$ cat config.mk
export PLATFORM = sky130hd
export DESIGN_NAME = if_id_fifo
export DESIGN_NICKNAME = d
export VERILOG_FILES = /design/src/rtl/if_id_fifo.sv
export SDC_FILE = /design/constraint.sdc
export NUM_CORES = 1
export LEC_CHECK = 0
export BUFFER_PORTS_ARGS = -buffer_cell sky130_fd_sc_hd__buf_2
export CAP_MARGIN = 20
export CORE_MARGIN = 10
export CORE_UTILIZATION = 30
export CTS_BUF_LIST = sky130_fd_sc_hd__clkbuf_16
export DETAILED_ROUTE_END_ITERATION = 10
export PLACE_DENSITY = 0.5
export SLEW_MARGIN = 20
export SYNTH_ARGS = -nofsm -noshare
export SYNTH_HDL_FRONTEND = slang
export SYNTH_SLANG_ARGS = --single-unit
$ cat constraint.sdc
create_clock -name clock -period 15.8 [get_ports clock]
set_clock_uncertainty 0.2 [all_clocks]
set_input_delay 0.79 -clock clock [delete_from_list [all_inputs] [get_ports clock]]
set_output_delay 0.79 -clock clock [all_outputs]
set_load 0.01 [all_outputs]
$ cat src/rtl/if_id_fifo.sv
// IF/ID fetch queue: DEPTH-entry circular buffer with valid/ready handshakes on both sides.
// The head entry is presented pre-split into decode fields; an empty queue shows an all-zero NOP.
module if_id_fifo #(
  parameter int unsigned DEPTH    = 4,
  parameter int unsigned PC_WIDTH = 32
) (
  input  logic                     clock,
  input  logic                     reset,
  input  logic                     in_valid,
  output logic                     in_ready,
  input  logic [PC_WIDTH-1:0]      nxt_pc,
  input  logic [31:0]              inst_in,
  input  logic                     if_id_write,
  input  logic                     flush,
  output logic                     out_valid,
  output logic [5:0]               op_code,
  output logic [4:0]               rs,
  output logic [4:0]               rt,
  output logic [4:0]               rd,
  output logic [15:0]              imm,
  output logic [5:0]               funct_out,
  output logic [25:0]              target_out,
  output logic [PC_WIDTH-1:0]      pc_out,
  output logic [3:0]               top4,
  output logic [$clog2(DEPTH):0]   count
);

  localparam int unsigned AW = $clog2(DEPTH);
  localparam logic [AW:0]   CountFull = (AW + 1)'(DEPTH);
  localparam logic [AW:0]   CountOne  = (AW + 1)'(1);
  localparam logic [AW-1:0] PtrOne    = AW'(1);

  logic [PC_WIDTH-1:0] pc_mem_q   [DEPTH];
  logic [PC_WIDTH-1:0] pc_mem_d   [DEPTH];
  logic [31:0]         inst_mem_q [DEPTH];
  logic [31:0]         inst_mem_d [DEPTH];
  logic [AW-1:0]       wp_q, wp_d;
  logic [AW-1:0]       rp_q, rp_d;
  logic [AW:0]         count_q, count_d;

  logic                push, pop, not_empty;
  logic [31:0]         head_inst;
  logic [PC_WIDTH-1:0] head_pc;

  assign not_empty = (count_q != '0);
  assign in_ready  = (count_q != CountFull);
  assign out_valid = not_empty;
  assign push      = in_valid & in_ready;
  assign pop       = out_valid & if_id_write;

  always_comb begin
    pc_mem_d   = pc_mem_q;
    inst_mem_d = inst_mem_q;
    wp_d       = wp_q;
    rp_d       = rp_q;
    count_d    = count_q;
    if (flush) begin
      // Redirect: drop everything, including any same-cycle push or pop.
      wp_d    = '0;
      rp_d    = '0;
      count_d = '0;
    end else begin
      if (push) begin
        pc_mem_d[wp_q]   = nxt_pc;
        inst_mem_d[wp_q] = inst_in;
        wp_d             = wp_q + PtrOne;
      end
      if (pop) begin
        rp_d = rp_q + PtrOne;
      end
      if (push && !pop) begin
        count_d = count_q + CountOne;
      end else if (pop && !push) begin
        count_d = count_q - CountOne;
      end
    end
  end

  always_ff @(posedge clock) begin
    if (reset) begin
      wp_q    <= '0;
      rp_q    <= '0;
      count_q <= '0;
    end else begin
      wp_q    <= wp_d;
      rp_q    <= rp_d;
      count_q <= count_d;
    end
  end

  // Storage is never cleared; an empty queue masks it at the outputs instead.
  always_ff @(posedge clock) begin
    pc_mem_q   <= pc_mem_d;
    inst_mem_q <= inst_mem_d;
  end

  always_comb begin
    head_inst = '0;
    head_pc   = '0;
    if (not_empty) begin
      head_inst = inst_mem_q[rp_q];
      head_pc   = pc_mem_q[rp_q];
    end
  end

  assign op_code    = head_inst[31:26];
  assign rs         = head_inst[25:21];
  assign rt         = head_inst[20:16];
  assign rd         = head_inst[15:11];
  assign imm        = head_inst[15:0];
  assign funct_out  = head_inst[5:0];
  assign target_out = head_inst[25:0];
  assign pc_out     = head_pc;
  assign top4       = head_pc[PC_WIDTH-1 -: 4];
  assign count      = count_q;

endmodule
==> reports/qor.csv <==
metric;value;unit
met3 routed WL;1640;um
class of the worst hold path;primary input to flop;
portion of total power attributed to the clock network;0.387;
post-CTS resize count;0;
post-DP HPWL;13000;um
post-synthesis cell area;10400;um^2
share of the yosys chip area belonging to registers;0.753;
crit path max-delay cell type;buf_4;
global-route usage over all layers;0.104;
syn nets;569;
post-synthesis to final-layout area growth;19.1;%
total instance count after detailed placement;1069;
antenna-violating nets left;0;
startpoint of the most critical setup path;rp_q[0];
metal1 wirelength;8850;um
Netlist cell types;23;
area enclosed by the die boundary;42500;um^2
max-slew violation count;0;
synth top area cells;edfxtp_1 (74%), mux4_2 (14%), and2_1 (3.9%);
arrival time of the worst setup path;2.99;ns
setup TNS;0;ns
share of post-route cells with drive strength above 1;0.438;
antenna cells;0;
max capacitance violation total;0;
data required time of the worst path;14.81;ns
final layout net count;721;
Max rail drop VDD;0.0710;mV
achievable frequency;251;MHz
Worst Reg-to-Reg Cells;5;
sequence of cells on the critical path;buf_4 > mux4_2 > and2_1 > buf_2;
CTS tree;yes;
Gate power share;0.105;
sw power;355;uW
average routed wire per standard cell;20.0;um
effective utilization at floorplan;0.302;
setup slack after placement;12.20;ns
total gr overflow;0;
global-route wire length before repair;33500;um
Mapped Cells;494;
final worst setup slack;11.82;ns
last element of the critical path;op_code[1];
last weighted congestion value of the routability-driven placer;0.653;
Post-Syn Area per Cell;21.0;um^2
clock edge transition at the registers on the reported setup and hold paths;0.06;ns
DRC violation count after routing;0;
fin crit share;0.252;
unrepaired setup endpoints after global routing;no;
count of routing violations after the opening detailed-route iteration;271;
via/cell ratio;4.43;
post-synthesis register bit count;263;
critical path peak fanout;39;
R2R Setup Slk;13.19;ns
vias in the first global route;5505;
met2 wire length;11600;um
power per standard cell area;125;nW/um^2
filler cell count;3239;
Slew Limit Headroom;0.290;
reg-to-reg critical path startpoint;count[0];
Initial DRT Pass Iterations;4;
kind of end point of the critical path;primary output;
Max Buffers Root-to-Sink;3;
DIE HEIGHT;206;um
Max H-tree Level;1;
number of rows in the core area;68;
hold buffer count at CTS;0;
Hold Fails Final Rpt;0;
pin count of the biggest net entering global routing;66;
destination of the worst register-to-register timing path;pc_mem_q[2];
kind of start point of the critical path;flop;
Final Critical Period;3.98;ns
Slew @ Worst Pin;1.06;ns
top metal layer carrying routed signals;met5;
crit path buf inv count;2;
total of warnings raised by yosys;0;
outcome;completed;
CTS Root Cell;clkbuf_16;
instance count on the critical path;4;
Slowest Stage Delay on Critical Path;0.78;ns
cell family contributing the most delay on the critical path;buffers and inverters;
CTS Buf Count;29;
Routed WL;22500;um
proportion of netlist area held by the largest area contributor;0.740;
net switching share of the total power;0.229;
vias post-DR;4983;
Setup Buffers After CTS;0;
Static Leakage;4.35;nW
Die Wd;206;um
number of sinks handled by clock tree synthesis;263;
number of ports placed on the die boundary;179;
count of placed standard cells in the final layout, fillers left out;1124;
total internal power;1.20;mW
type of the worst setup path;flop to primary output;
clk_lat worst skew;0.53;ns
number of antenna violations at the first check in global routing;2;
setup violators final;0;
input/output buffers;178;
Sequential Power Share;0.508;
cell taking the most area after synthesis;edfxtp_1;
area of the core;34400;um^2
-- per-layer routing --
layer | up-vias | GRT usage
met5 | - | 0
met4 | 4 | 0.0295
met3 | 35 | 0.0293
met2 | 133 | 0.183
met1 | 2581 | 0.121
li1 | 2230 | -
-- cell type report --
cell class | instances | area [um^2] | share of cell area
Timing Repair Buffer | 184 | 956 | 0.0773
Inverter | 6 | 22.5 | 0.00182
Multi-Input combinational cell | 162 | 2130 | 0.172
Tap cell | 455 | 569 | 0.0460
Sequential cell | 263 | 7840 | 0.633
Clock inverter | 25 | 139 | 0.0112
Clock buffer | 29 | 726 | 0.0587
-- cells in the final DEF, fill, tap and decap left out, drive strengths merged, types with 4 or more instances in the layout --
master,Yosys,routed
and2,64,64
buf,54,184
clkbuf,9,29
clkinv,0,11
dfxtp,7,7
edfxtp,256,256
ha,5,5
inv,6,18
mux4,64,64
nor2,4,4
nor3b,5,5
xor2,4,4
-- through the flow --
stage | cell area (um^2) | hold slack [ns] | total power [mW] | utilization
after floorplan | 10400 | 0.284 | 0.912 | -
after global placement | 11500 | 0.290 | 0.968 | 0.334
after detailed placement | 11500 | 0.321 | 0.971 | 0.334
after CTS | 12300 | 0.223 | 1.58 | 0.359
after global routing | 12400 | 0.225 | 1.62 | 0.360
final | 12400 | 0.254 | 1.55 | 0.360
-- power by group through the flow --
stage / sequential [mW] / combinational, mW / clock, mW
2_1_floorplan: 0.801 / 0.111 / 0
3_3_place_gp: 0.802 / 0.166 / 0
4_1_cts: 0.789 / 0.169 / 0.624
6_report: 0.788 / 0.163 / 0.601
5_1_grt: 0.789 / 0.181 / 0.654
3_5_place_dp: 0.803 / 0.168 / 0
-- cell usage after synthesis (all sizes together) --
master	number
edfxtp	256
and2	64
mux4	64
buf	54
clkbuf	9
dfxtp	7
inv	6
ha	5
nor3b	5
nor2	4
xor2	4
a21oi	3
o21ai	3
nand3	2
or3	2
fa	1
mux2i	1
nand2	1
o311ai	1
o31ai	1
or2	1
-- how the worst min path moves through the flow --
stage / start / slack, ns / to / cells after the start
4_1_cts: inst_in[15] / 0.22 / inst_mem_q[79] / 1
2_1_floorplan: wp_q[0] / 0.28 / wp_q[0] / 2
3_3_place_gp: wp_q[0] / 0.29 / wp_q[0] / 2
6_report: inst_in[20] / 0.25 / inst_mem_q[20] / 1
5_1_grt: inst_in[21] / 0.23 / inst_mem_q[21] / 1
3_5_place_dp: wp_q[1] / 0.32 / wp_q[1] / 2
-- registers in the layout, summed over array words and instances (netlist names) --
name        flops
wp_q            2
rp_q            2
pc_mem_q      128
inst_mem_q    128
count           3
-- logic make-up after synthesis --
family	count (synthesis)	share of synthesized area
DFF	263	0.753
AOI/OAI and AO/OA	8	0.00446
adders and majority gates	6	0.00795
muxes	65	0.140
and+or+nand+nor	79	0.0467
buffers and inverters	69	0.0443
xor gates and xnor gates	4	0.00337
No activity file was read; power rests on OpenSTA's default activity.
